$ cat config.mk
export PLATFORM = sky130hd
export DESIGN_NAME = product_result_fifo
export DESIGN_NICKNAME = d
export VERILOG_FILES = /design/src/rtl/product_result_fifo.sv
export SDC_FILE = /design/constraint.sdc
export NUM_CORES = 1
export LEC_CHECK = 0
export CORE_MARGIN = 3
export CORE_UTILIZATION = 55
export CTS_CLUSTER_DIAMETER = 200
export CTS_CLUSTER_SIZE = 40
export DETAILED_ROUTE_END_ITERATION = 6
export PLACE_DENSITY = 0.89
export SYNTH_ARGS = -nofsm -noshare
export SYNTH_HDL_FRONTEND = slang
export SYNTH_SLANG_ARGS = --single-unit
export TNS_END_PERCENT = 10
$ cat constraint.sdc
create_clock -name i_w_clk -period 3.2 [get_ports i_w_clk]
set_input_delay 0.8 -clock i_w_clk [delete_from_list [all_inputs] [get_ports i_w_clk]]
set_output_delay 0.8 -clock i_w_clk [all_outputs]
set_load 0.03 [all_outputs]
$ cat src/rtl/product_result_fifo.sv
// Result FIFO for the multiplier datapath: captures pushed products into a small
// first-word-fall-through circular buffer and keeps a running sum of accepted words.
module product_result_fifo #(
  parameter int p_data_width = 8,
  parameter int p_depth      = 4,
  parameter int p_addr_width = 2,
  parameter int p_acc_width  = 20
) (
  input  logic                        i_w_clk,
  input  logic                        i_w_reset,
  input  logic [2*p_data_width-1:0]   i_w_data,
  input  logic                        i_w_push,
  input  logic                        i_w_pop,
  input  logic                        i_w_acc_clear,
  output logic [2*p_data_width-1:0]   o_w_data,
  output logic                        o_w_empty,
  output logic                        o_w_full,
  output logic [p_addr_width:0]       o_w_count,
  output logic [p_acc_width-1:0]      o_w_acc,
  output logic                        o_w_overflow,
  output logic                        o_w_underflow
);

  localparam int                    LP_WORD_W = 2 * p_data_width;
  localparam logic [p_addr_width:0] LP_DEPTH  = (p_addr_width + 1)'(p_depth);
  localparam logic [p_addr_width:0] LP_CNT1   = (p_addr_width + 1)'(1);
  localparam logic [p_addr_width-1:0] LP_PTR1 = p_addr_width'(1);

  function automatic logic [p_acc_width-1:0] f_zext(input logic [LP_WORD_W-1:0] d);
    f_zext = p_acc_width'(d);
  endfunction

  logic [LP_WORD_W-1:0]    r_mem [p_depth];
  logic [p_addr_width-1:0] r_wr_ptr;
  logic [p_addr_width-1:0] r_rd_ptr;
  logic [p_addr_width:0]   r_count;
  logic [p_acc_width-1:0]  r_acc;
  logic                    r_overflow;
  logic                    r_underflow;

  logic w_empty;
  logic w_full;
  logic w_push_ok;
  logic w_pop_ok;

  assign w_empty = (r_count == '0);
  assign w_full  = (r_count == LP_DEPTH);
  // A full FIFO still accepts a push when a pop frees the head slot in the same cycle.
  assign w_push_ok = i_w_push & (~w_full | i_w_pop);
  assign w_pop_ok  = i_w_pop & ~w_empty;

  always_ff @(posedge i_w_clk) begin
    if (w_push_ok) begin
      r_mem[r_wr_ptr] <= i_w_data;
    end
  end

  always_ff @(posedge i_w_clk or posedge i_w_reset) begin
    if (i_w_reset) begin
      r_wr_ptr    <= '0;
      r_rd_ptr    <= '0;
      r_count     <= '0;
      r_acc       <= '0;
      r_overflow  <= 1'b0;
      r_underflow <= 1'b0;
    end else begin
      if (w_push_ok) begin
        r_wr_ptr <= r_wr_ptr + LP_PTR1;
      end
      if (w_pop_ok) begin
        r_rd_ptr <= r_rd_ptr + LP_PTR1;
      end
      if (w_push_ok && !w_pop_ok) begin
        r_count <= r_count + LP_CNT1;
      end else if (w_pop_ok && !w_push_ok) begin
        r_count <= r_count - LP_CNT1;
      end
      if (i_w_acc_clear) begin
        r_acc <= w_push_ok ? f_zext(i_w_data) : '0;
      end else if (w_push_ok) begin
        r_acc <= r_acc + f_zext(i_w_data);
      end
      if (i_w_push && !w_push_ok) begin
        r_overflow <= 1'b1;
      end
      if (i_w_pop && !w_pop_ok) begin
        r_underflow <= 1'b1;
      end
    end
  end

  assign o_w_data      = w_empty ? '0 : r_mem[r_rd_ptr];
  assign o_w_empty     = w_empty;
  assign o_w_full      = w_full;
  assign o_w_count     = r_count;
  assign o_w_acc       = r_acc;
  assign o_w_overflow  = r_overflow;
  assign o_w_underflow = r_underflow;

endmodule
==> results by group, run 1 <==
Clock tree
  • Worst-path clk slew: 0.09 ns
  • Hold buffers post-CTS: 0
  • Total CTS buffers: 9
  • Sink Count: 93
  • Worst skew pair latency: 0.36 ns
  • Post-CTS Setup Inserts: 0
  • H-tree Lvls: 3
  • CTS tree: built
  • CTS Root Cell: clkbuf_8
  • # resized after CTS: 0
  • CTS Buffer Depth: 2

Logic synthesis
  • Netlist Area Pre-Place: 4730 sq um
  • Syn Area/Cell: 13.2 sq um
  • Number of flops mapped to enable cells by yosys: 64
  • Async S/R FF share, synth: 0.312
  • Synth warn: 0
  • Top FF cell, synth: edfxtp_1
  • Post-Syn Instances: 359
  • Syn Nets: 403
  • Seq/Total Area, Yosys: 0.560
  • Distinct cells, synth: 50
  • Synth Register Bits: 93

Setup path
  • CP required: 2.40 ns
  • Critical Path Source Type: flip-flop
  • Setup crit end kind: primary output
  • CP max FO: 11
  • Setup CP Type: flip-flop to primary output
  • CP arrival: 2.28 ns

Timing
  • Worst Hold Slack: 0.463 ns
  • Worst Clk Skew: 0.00752 ns
  • Final Max Slew Viols: 0
  • Period Utilization, post-route: 0.962
  • Peak Freq: 325 MHz
  • Crit path time final: 3.08 ns
  • Final setup viols: 0
  • RSZ-0062 raised after global routing: false
  • Worst Tran Pin Value: 0.883 ns
  • Final hold violations: 0
  • Worst rel slew slack: 0.412

Routing
  • # DRC: 0
  • Per-cell routed wire length: 19.5 um
  • ANT nets after route: 0
  • Via count: 3401
  • Routed WL: 10900 um
  • Via density per instance: 6.11
  • Iter 0 DRT Violations: 247
  • Drt pass-1 iters: 5

Floorplan
  • Num ports: 64
  • Die Y: 98.7 um
  • Die footprint: 9740 sq um
  • Core area: 8300 sq um
  • Initial core utilization: 0.570
  • Rows: 33
  • Chip width: 98.7 um

Power and ir drop
  • Pleak: 2.18 nW
  • Final Total Pwr: 5.19 mW
  • Pwr/cell area: 892 nW/um^2
  • Peak supply drop: 408 uV

Flow run
  • Max-Cap Viols: 0

Final layout
  • Final net count: 491
  • Area Growth Syn to Fin: 23.1%
  • Share of layout cells above drive strength 1: 0.162
  • ANT cells: 0
  • Commonest non-fill, non-tap cell in the layout: edfxtp_1
  • Commonest non-fill, non-tap cells in the layout: edfxtp_1 (64), clkdlybuf4s50_1 (63), buf_4 (31)

GRT
  • Vias in the first global route: 3550
  • Global route total overflow: 0
  • All-Layer GR Usage: 0.239
  • Antenna violations before repair: 0
  • First-pass GRT wire length: 18000 um
  • Largest net degree at the start of global routing: 30

Place
  • HPWL after detailed placement: 7720 um
  • Final GP Congestion: 0.915
  • PortBufs: 63

Min path
  • Hold Crit Class: flip-flop to flip-flop

Status
  • Outcome: finished, final reports clean
worst paths after layout:
| kind | slack, ns | depth (start not counted) | endpoint | start |
|---|---|---|---|---|
| setup / recovery | 0.12 | 4 | o_w_data[15] | r_rd_ptr[0] |
| hold / removal | 0.46 | 1 | o_w_underflow | o_w_underflow |
| setup reg to reg | 0.72 | 9 | o_w_acc[18] | o_w_acc[0] |
| hold reg to reg | 0.46 | 1 | o_w_underflow | o_w_underflow |
| max in group asynchronous | 2.05 | 3 | o_w_acc[15] | i_w_reset |
| min in group asynchronous | 0.83 | 3 | o_w_acc[0] | i_w_reset |
cell type report:
cell class              count  area [sq um]
repair buffers             94           863
well taps                 105           131
inverters                   8          30.0
flip-flops and latches     93          2650
fillers                   555          2480
clock buffers              10           128
clock inverters             6          70.1
multi-input cells         241          1950
metal layers:
metal  routed length (um)  GRT usage  up-vias  part of all wire
met5                    0          0        -                 0
met4                  332      0.103        0             0.031
met3                  697     0.0446       34             0.064
met2                 5390      0.386      145              0.50
met1                 4460      0.321     1689              0.41
li1                     -          -     1533                 -
cell usage after synthesis (3+ instances only):
library cell,instances,area (sq um)
mux2i_1,5,50.1
xor2_1,7,61.3
clkbuf_1,6,22.5
a22oi_1,3,22.5
o21ai_0,19,95.1
a31oi_1,9,56.3
ha_1,21,263
buf_2,7,35.0
a21oi_1,24,120
a21o_1,5,37.5
mux4_2,16,360
o211ai_1,4,30.0
xnor2_1,11,96.3
nand2b_1,5,31.3
nand3_1,11,55.1
inv_1,7,26.3
nand2_1,16,60.1
dfrtp_1,29,726
nor2b_1,19,119
a211oi_1,5,37.5
nor2_1,16,60.1
edfxtp_1,64,1920
nor3b_1,8,60.1
mux2_2,3,33.8
and2_1,5,31.3
state kept, by name, indices dropped and copies added, names as in the netlist:
register and count:
o_w_overflow 1, r_mem 64, o_w_count 3, o_w_underflow 1
r_rd_ptr 2, o_w_acc 20, r_wr_ptr 2
report_power, final:
part	total, mW	switching (mW)	internal, mW
sequential	1.75	0.164	1.58
combinational	2.65	1.46	1.19
clock	0.795	0.426	0.368
total	5.19	2.05	3.14
worst max-delay path, stage by stage (launching register included):
cell             delay, ns
dfrtp_1               0.37
buf_4                 0.25
mux4_2                0.54
nor2b_1               0.15
clkdlybuf4s50_1       0.59
cell families after synthesis:
family                     share of synthesized area
xor gates and xnor gates                      0.0334
muxes                                         0.0940
adders and majority gates                     0.0641
and+or+nand+nor                                0.112
DFF                                            0.560
AOI/OAI and AO/OA                              0.107
buffers and inverters                         0.0291
metrics by stage:
stage          instance area (sq um)   util  setup slack, ns  TNS, ns  std cells
6_report                        5820  0.701            0.122        0        557
5_1_grt                         5820  0.701          0.00792        0        557
4_1_cts                         5820  0.701           0.0772        0        557
3_5_place_dp                    5620  0.677           -0.140   -0.347        541
3_3_place_gp                    5620  0.677          -0.0752  -0.0778        541
2_1_floorplan                   4730      -            0.488        0        359
Note: power is estimated with default switching activity, not from simulation.
==> run 2: changes to the inputs <==
--- a/config.mk
+++ b/config.mk
@@ -11,6 +11,8 @@
 export CTS_CLUSTER_SIZE = 40
 export DETAILED_ROUTE_END_ITERATION = 6
 export PLACE_DENSITY = 0.89
+export SKIP_LAST_GASP = 1
+export SLEW_MARGIN = 20
 export SYNTH_ARGS = -nofsm -noshare
 export SYNTH_HDL_FRONTEND = slang
 export SYNTH_SLANG_ARGS = --single-unit
==> results of run 2 <==
Final layout, timing and power as in run 1 (identical DEF).
==> run 3: changes to the inputs <==
--- a/config.mk
+++ b/config.mk
@@ -5,7 +5,6 @@
 export SDC_FILE = /design/constraint.sdc
 export NUM_CORES = 1
 export LEC_CHECK = 0
-export CORE_MARGIN = 3
 export CORE_UTILIZATION = 55
 export CTS_CLUSTER_DIAMETER = 200
 export CTS_CLUSTER_SIZE = 40
==> run 3 against run 2 <==
Largest power group unchanged; critical path type is now input pin to flip-flop; cell area up 0.15%; clock power down 11%; critical endpoint is now o_w_acc[18]; combinational power about the same; register-to-register slack worse by 0.05 ns.
==> results by group, run 3 (synthesized netlist as in run 1, its figures left out) <==
Setup path
  • Setup CP Type: input pin to flip-flop
  • Critical path's largest stage delay: 0.50 ns
  • CP required: 3.45 ns
  • Critical Path Source Type: input pin
  • Ordered list of cells on the worst path: clkdlybuf4s50_1, ha_1, inv_1, fa_1, nand2b_1, a21o_1, a21oi_1, a311oi_1, a211oi_1, mux2_2
  • Setup crit end kind: flip-flop
  • Crit-path leading delay family: compound AO/OA/AOI/OAI gates
  • CP arrival: 3.33 ns
  • CP max FO: 3
  • Buf/Inv on CP: 2
  • CP max stage cell: clkdlybuf4s50_1

Min path
  • Hold Crit Class: flip-flop to flip-flop

Floorplan
  • Rows: 33
  • Die footprint: 8970 sq um
  • Initial core utilization: 0.572
  • Chip width: 94.7 um
  • Num ports: 64
  • Core area: 8260 sq um
  • Die Y: 94.7 um

Clock tree
  • Worst-path clk slew: 0.09 ns
  • Hold buffers post-CTS: 0
  • CTS Root Cell: clkbuf_8
  • CTS Buffer Depth: 2
  • Total CTS buffers: 9
  • CTS tree: built
  • Sink Count: 93
  • Worst skew pair latency: 0.36 ns
  • H-tree Lvls: 3

Final layout
  • Final Instance Count excl. Fillers: 559
  • Commonest non-fill, non-tap cells in the layout: edfxtp_1 (64), clkdlybuf4s50_1 (63), buf_4 (31)
  • Most flops, register: r_mem
  • Post-layout util: 0.705
  • Max FFs per register: 64
  • Area Growth Syn to Fin: 23.2%
  • Share of layout cells above drive strength 1: 0.165
  • Commonest non-fill, non-tap cell in the layout: edfxtp_1
  • Fillers: 568
  • Post-layout instance area: 5830 sq um
  • Final net count: 493
  • ANT cells: 0

GRT
  • Largest net degree at the start of global routing: 30
  • All-Layer GR Usage: 0.259
  • Vias in the first global route: 3299
  • Global route total overflow: 0
  • Antenna violations before repair: 0
  • First-pass GRT wire length: 16700 um

Timing
  • Worst Hold Slack: 0.469 ns
  • Peak Freq: 325 MHz
  • Worst Clk Skew: 0.00780 ns
  • Final setup viols: 0
  • Worst rel slew slack: 0.448
  • RSZ-0062 raised after global routing: false
  • Crit path time final: 3.08 ns
  • Worst Tran Pin Value: 0.828 ns
  • Final hold violations: 0
  • Period Utilization, post-route: 0.962
  • Final Max Slew Viols: 0

Power and ir drop
  • Final Total Pwr: 5.10 mW
  • Peak supply drop: 346 uV
  • Pwr/cell area: 875 nW/um^2
  • Pleak: 2.19 nW

Status
  • Outcome: finished, final reports clean

Place
  • Placed cells: 543
  • HPWL after detailed placement: 7550 um
  • Final GP Congestion: 0.901
  • Dpl cell area: 5650 sq um
  • PortBufs: 63

Routing
  • # DRC: 0
  • Routed WL: 10700 um
  • Via density per instance: 6.02
  • Drt pass-1 iters: 5
  • ANT nets after route: 0
  • Iter 0 DRT Violations: 195
  • Via count: 3365
  • Per-cell routed wire length: 19.1 um

Flow run
  • Max-Cap Viols: 0
-- run 3: changes by cell type in the layout (fill, tap and decap cells not counted) --
cell,previous run,this run
clkinv_4,0,3
buf_12,0,1
buf_6,0,1
inv_8,1,0
bufinv_16,1,0
clkinvlp_4,2,1
-- run 3: stage by stage --
stage | worst slack [ns] | TNS, ns
after global placement | -0.0718 | -0.0779
after CTS | 0.0520 | 0
after global routing | 0.0421 | 0
final | 0.121 | 0
after floorplan | 0.488 | 0
after detailed placement | -0.205 | -0.500
-- run 3: per-layer routing --
layer,up-vias,wire (um),GRT usage,share of wire
li1,1550,-,-,-
met1,1651,4410,0.341,0.41
met2,143,5340,0.418,0.50
met3,21,697,0.0467,0.065
met4,0,233,0.119,0.022
met5,-,0,0,0
-- run 3: where the power goes --
| part | leakage, nW | switching, mW | total, mW | internal, mW |
|---|---|---|---|---|
| logic | 1.15 | 1.43 | 2.63 | 1.20 |
| registers | 0.948 | 0.177 | 1.76 | 1.58 |
| clock network | 0.0868 | 0.422 | 0.710 | 0.288 |
-- run 3: layout make-up --
type | instances | area, sq um | area share
Timing Repair Buffer | 96 | 895 | 0.154
Clock buffer | 10 | 128 | 0.0219
Clock inverter | 6 | 47.5 | 0.00816
Multi-Input combinational cell | 241 | 1950 | 0.334
Inverter | 8 | 30.0 | 0.00515
Tap cell | 105 | 131 | 0.0226
Sequential cell | 93 | 2650 | 0.454
-- run 3: worst register-to-register path: cells and delay by family, from the launching register on --
kind / cells / cell delay [ns]
compound gates: 4 / 0.84
fa+ha+maj: 2 / 0.58
flops: 1 / 0.39
mux: 1 / 0.37
simple gates: 1 / 0.19
buf+inv: 1 / 0.06
-- run 3: what timing repair did --
| action | 4_1_cts | 5_1_grt |
|---|---|---|
| buffers inserted | 0 | 0 |
| gates resized for setup | 0 | 1 |
| setup endpoints to repair | 0 | 4 |
-- run 3: final timing paths --
kind                              start       endpoint  slack [ns]  depth (start not counted)
max                         i_w_data[0]    o_w_acc[18]        0.12                         10
min                        o_w_overflow   o_w_overflow        0.47                          1
max reg2reg                  o_w_acc[0]    o_w_acc[18]        0.67                          9
min reg2reg                o_w_overflow   o_w_overflow        0.47                          1
max in group asynchronous     i_w_reset  o_w_underflow        2.05                          3
min in group asynchronous     i_w_reset     o_w_acc[0]        0.86                          3
==> RTL edit: new RTL, flow settings as in run 3 <==
Put one more register stage on the output `o_w_count`, with the module's reset. The value now appears one clock later. The other outputs are not delayed to match.
--- a/src/rtl/product_result_fifo.sv
+++ b/src/rtl/product_result_fifo.sv
@@ -94,3 +94,9 @@
   assign o_w_full      = w_full;
-  assign o_w_count     = r_count;
+  always_ff @(posedge i_w_clk or posedge i_w_reset) begin
+    if (i_w_reset) begin
+      o_w_count <= '0;
+    end else begin
+      o_w_count <= r_count;
+    end
+  end
   assign o_w_acc       = r_acc;
Function: changed (Yosys sat finds a counterexample within 4 cycles, from zero or initial values and one cycle with i_w_reset high).
==> RTL edit against run 3 <==
- sequential power is 3% higher
- total power is 2.1% higher
- routed wire length is 1.3% lower
- register-to-register slack better by 130 ps
- design area is 1.3% higher
- synthesized area is 1.3% higher
- sequential cell count is 3 higher
- maximum frequency is 2.1% lower
- critical path depth is 6 lower
- utilization is 0.20 points higher
- setup slack worse by 65 ps
- critical endpoint is now o_w_data[5]
==> RTL edit: results (changes against run 3) <==
Worst setup path
  • Crit path launch: r_rd_ptr[0]$_DFFE_PP0P_
  • Critical path arrival: 2340 ps (-990 ps)
  • Worst Path Max Fanout: 15 (+12)

Power and ir drop
  • Worst vdd ir: 0.339 mV (-1.9%)
  • Leakage: 2.27 nW (+4.0%)

Synthesis
  • Synth top cells by count: edfxtp_1, dfrtp_1, nor2_1, ha_1
  • Ys async rst share: 33.3% (+2.2 points)
  • Part of the Yosys area used for sequential elements: 56.9% (+0.85 points)
  • Syn_area_per_cell: 13.3 um2 (+0.74%)
  • Post-Syn Nets: 405 (+0.50%)
  • Dominant cells by area after synthesis: edfxtp_1, dfrtp_1, mux4_2
  • Synth unique cells: 55 (+10%)

Placement
  • Final Wtd Congestion: 0.865 (-4.1%)
  • Post-Place Cell Area: 5720 um2 (+1.3%)
  • Detail Placement HPWL: 7550 um (about the same)
  • Placed instance count: 541 (-0.37%)
  • Setup WS pre-CTS: -99.7 ps (+105 ps)

GRT
  • GR Layer Usage met1: 32.1% (-2.0 points)
  • Pin count of the biggest net entering global routing: 34 (+13%)
  • First-pass GRT wire length: 16200 um (-3.0%)
  • Routing usage on met3: 4.31% (-0.36 points)
  • GRT met2 Usage: 40.6% (-1.2 points)

STA
  • Worst Clk Skew: 11.0 ps (+3.19 ps)
  • Tmin final: 3140 ps (+65.0 ps)
  • Slew @ Worst Pin: 514 ps (-314 ps)

CTS
  • Clk_lat worst skew: 380 ps (+20 ps)

Final layout
  • Nets: 491 (-0.41%)
  • Layout cell share with drive strength beyond 1: 16.4% (-0.15 points)

Detailed routing
  • Initial DRC count: 230 (+18%)
  • Vias: 3329 (-1.1%)

Status
  • Outcome: finished, final reports clean
-- RTL edit: power by group --
| part | internal, mW | switching, mW | total (mW) |
|---|---|---|---|
| combinational | 1.20 | 1.45 | 2.65 |
| sequential | 1.64 | 0.174 | 1.81 |
| clock | 0.293 | 0.448 | 0.741 |
-- RTL edit: layout make-up --
cell class                      count  area, um2
Fill cell                         554       2440
Sequential cell                    96       2720
Inverter                            9       33.8
Timing Repair Buffer               91        893
Clock inverter                      6       52.6
Multi-Input combinational cell    240       1940
Tap cell                          105        131
Clock buffer                       10        128
-- RTL edit: final timing paths --
path,to,depth (start not counted)
min reg2reg,o_w_overflow$_DFFE_PP0P_,1
min,o_w_overflow$_DFFE_PP0P_,1
max in group asynchronous,r_count[0]$_DFFE_PP0P_,3
max reg2reg,o_w_acc[16]$_DFFE_PP0P_,9
min in group asynchronous,o_w_acc[15]$_DFFE_PP0P_,3
max,o_w_data[5],4
-- RTL edit: cell families (layout without fill, tap and decap cells) --
| logic type | Yosys count | count (layout) | synth area share, % |
|---|---|---|---|
| and+or+nand+nor | 106 | 106 | 11.8 |
| DFF | 96 | 96 | 56.9 |
| AOI/OAI and AO/OA | 69 | 69 | 9.59 |
| muxes | 29 | 29 | 10.3 |
| buffers and inverters | 25 | 116 | 2.74 |
| adders and majority gates | 23 | 23 | 6.32 |
| xor gates and xnor gates | 13 | 13 | 2.38 |
-- RTL edit: stage by stage --
| stage | hold slack, ps | total power [mW] |
|---|---|---|
| global route | 487 | 5.47 |
| floorplan | 416 | 3.51 |
| global placement | 436 | 4.38 |
| CTS | 469 | 5.22 |
| finish | 467 | 5.21 |
| detailed placement | 448 | 4.48 |
-- RTL edit: layer usage --
metal | vias to the layer above | share of wire (%)
li1 | 1525 | -
met1 | 1644 | 42
met2 | 141 | 50
met3 | 19 | 6.6
met4 | 0 | 2.0
met5 | - | 0
-- RTL edit: worst max-delay path, stage by stage (launching register included) --
cell	delay, ps
dfrtp_1	480
buf_12	220
mux4_2	510
nor2b_1	150
clkdlybuf4s50_1	610
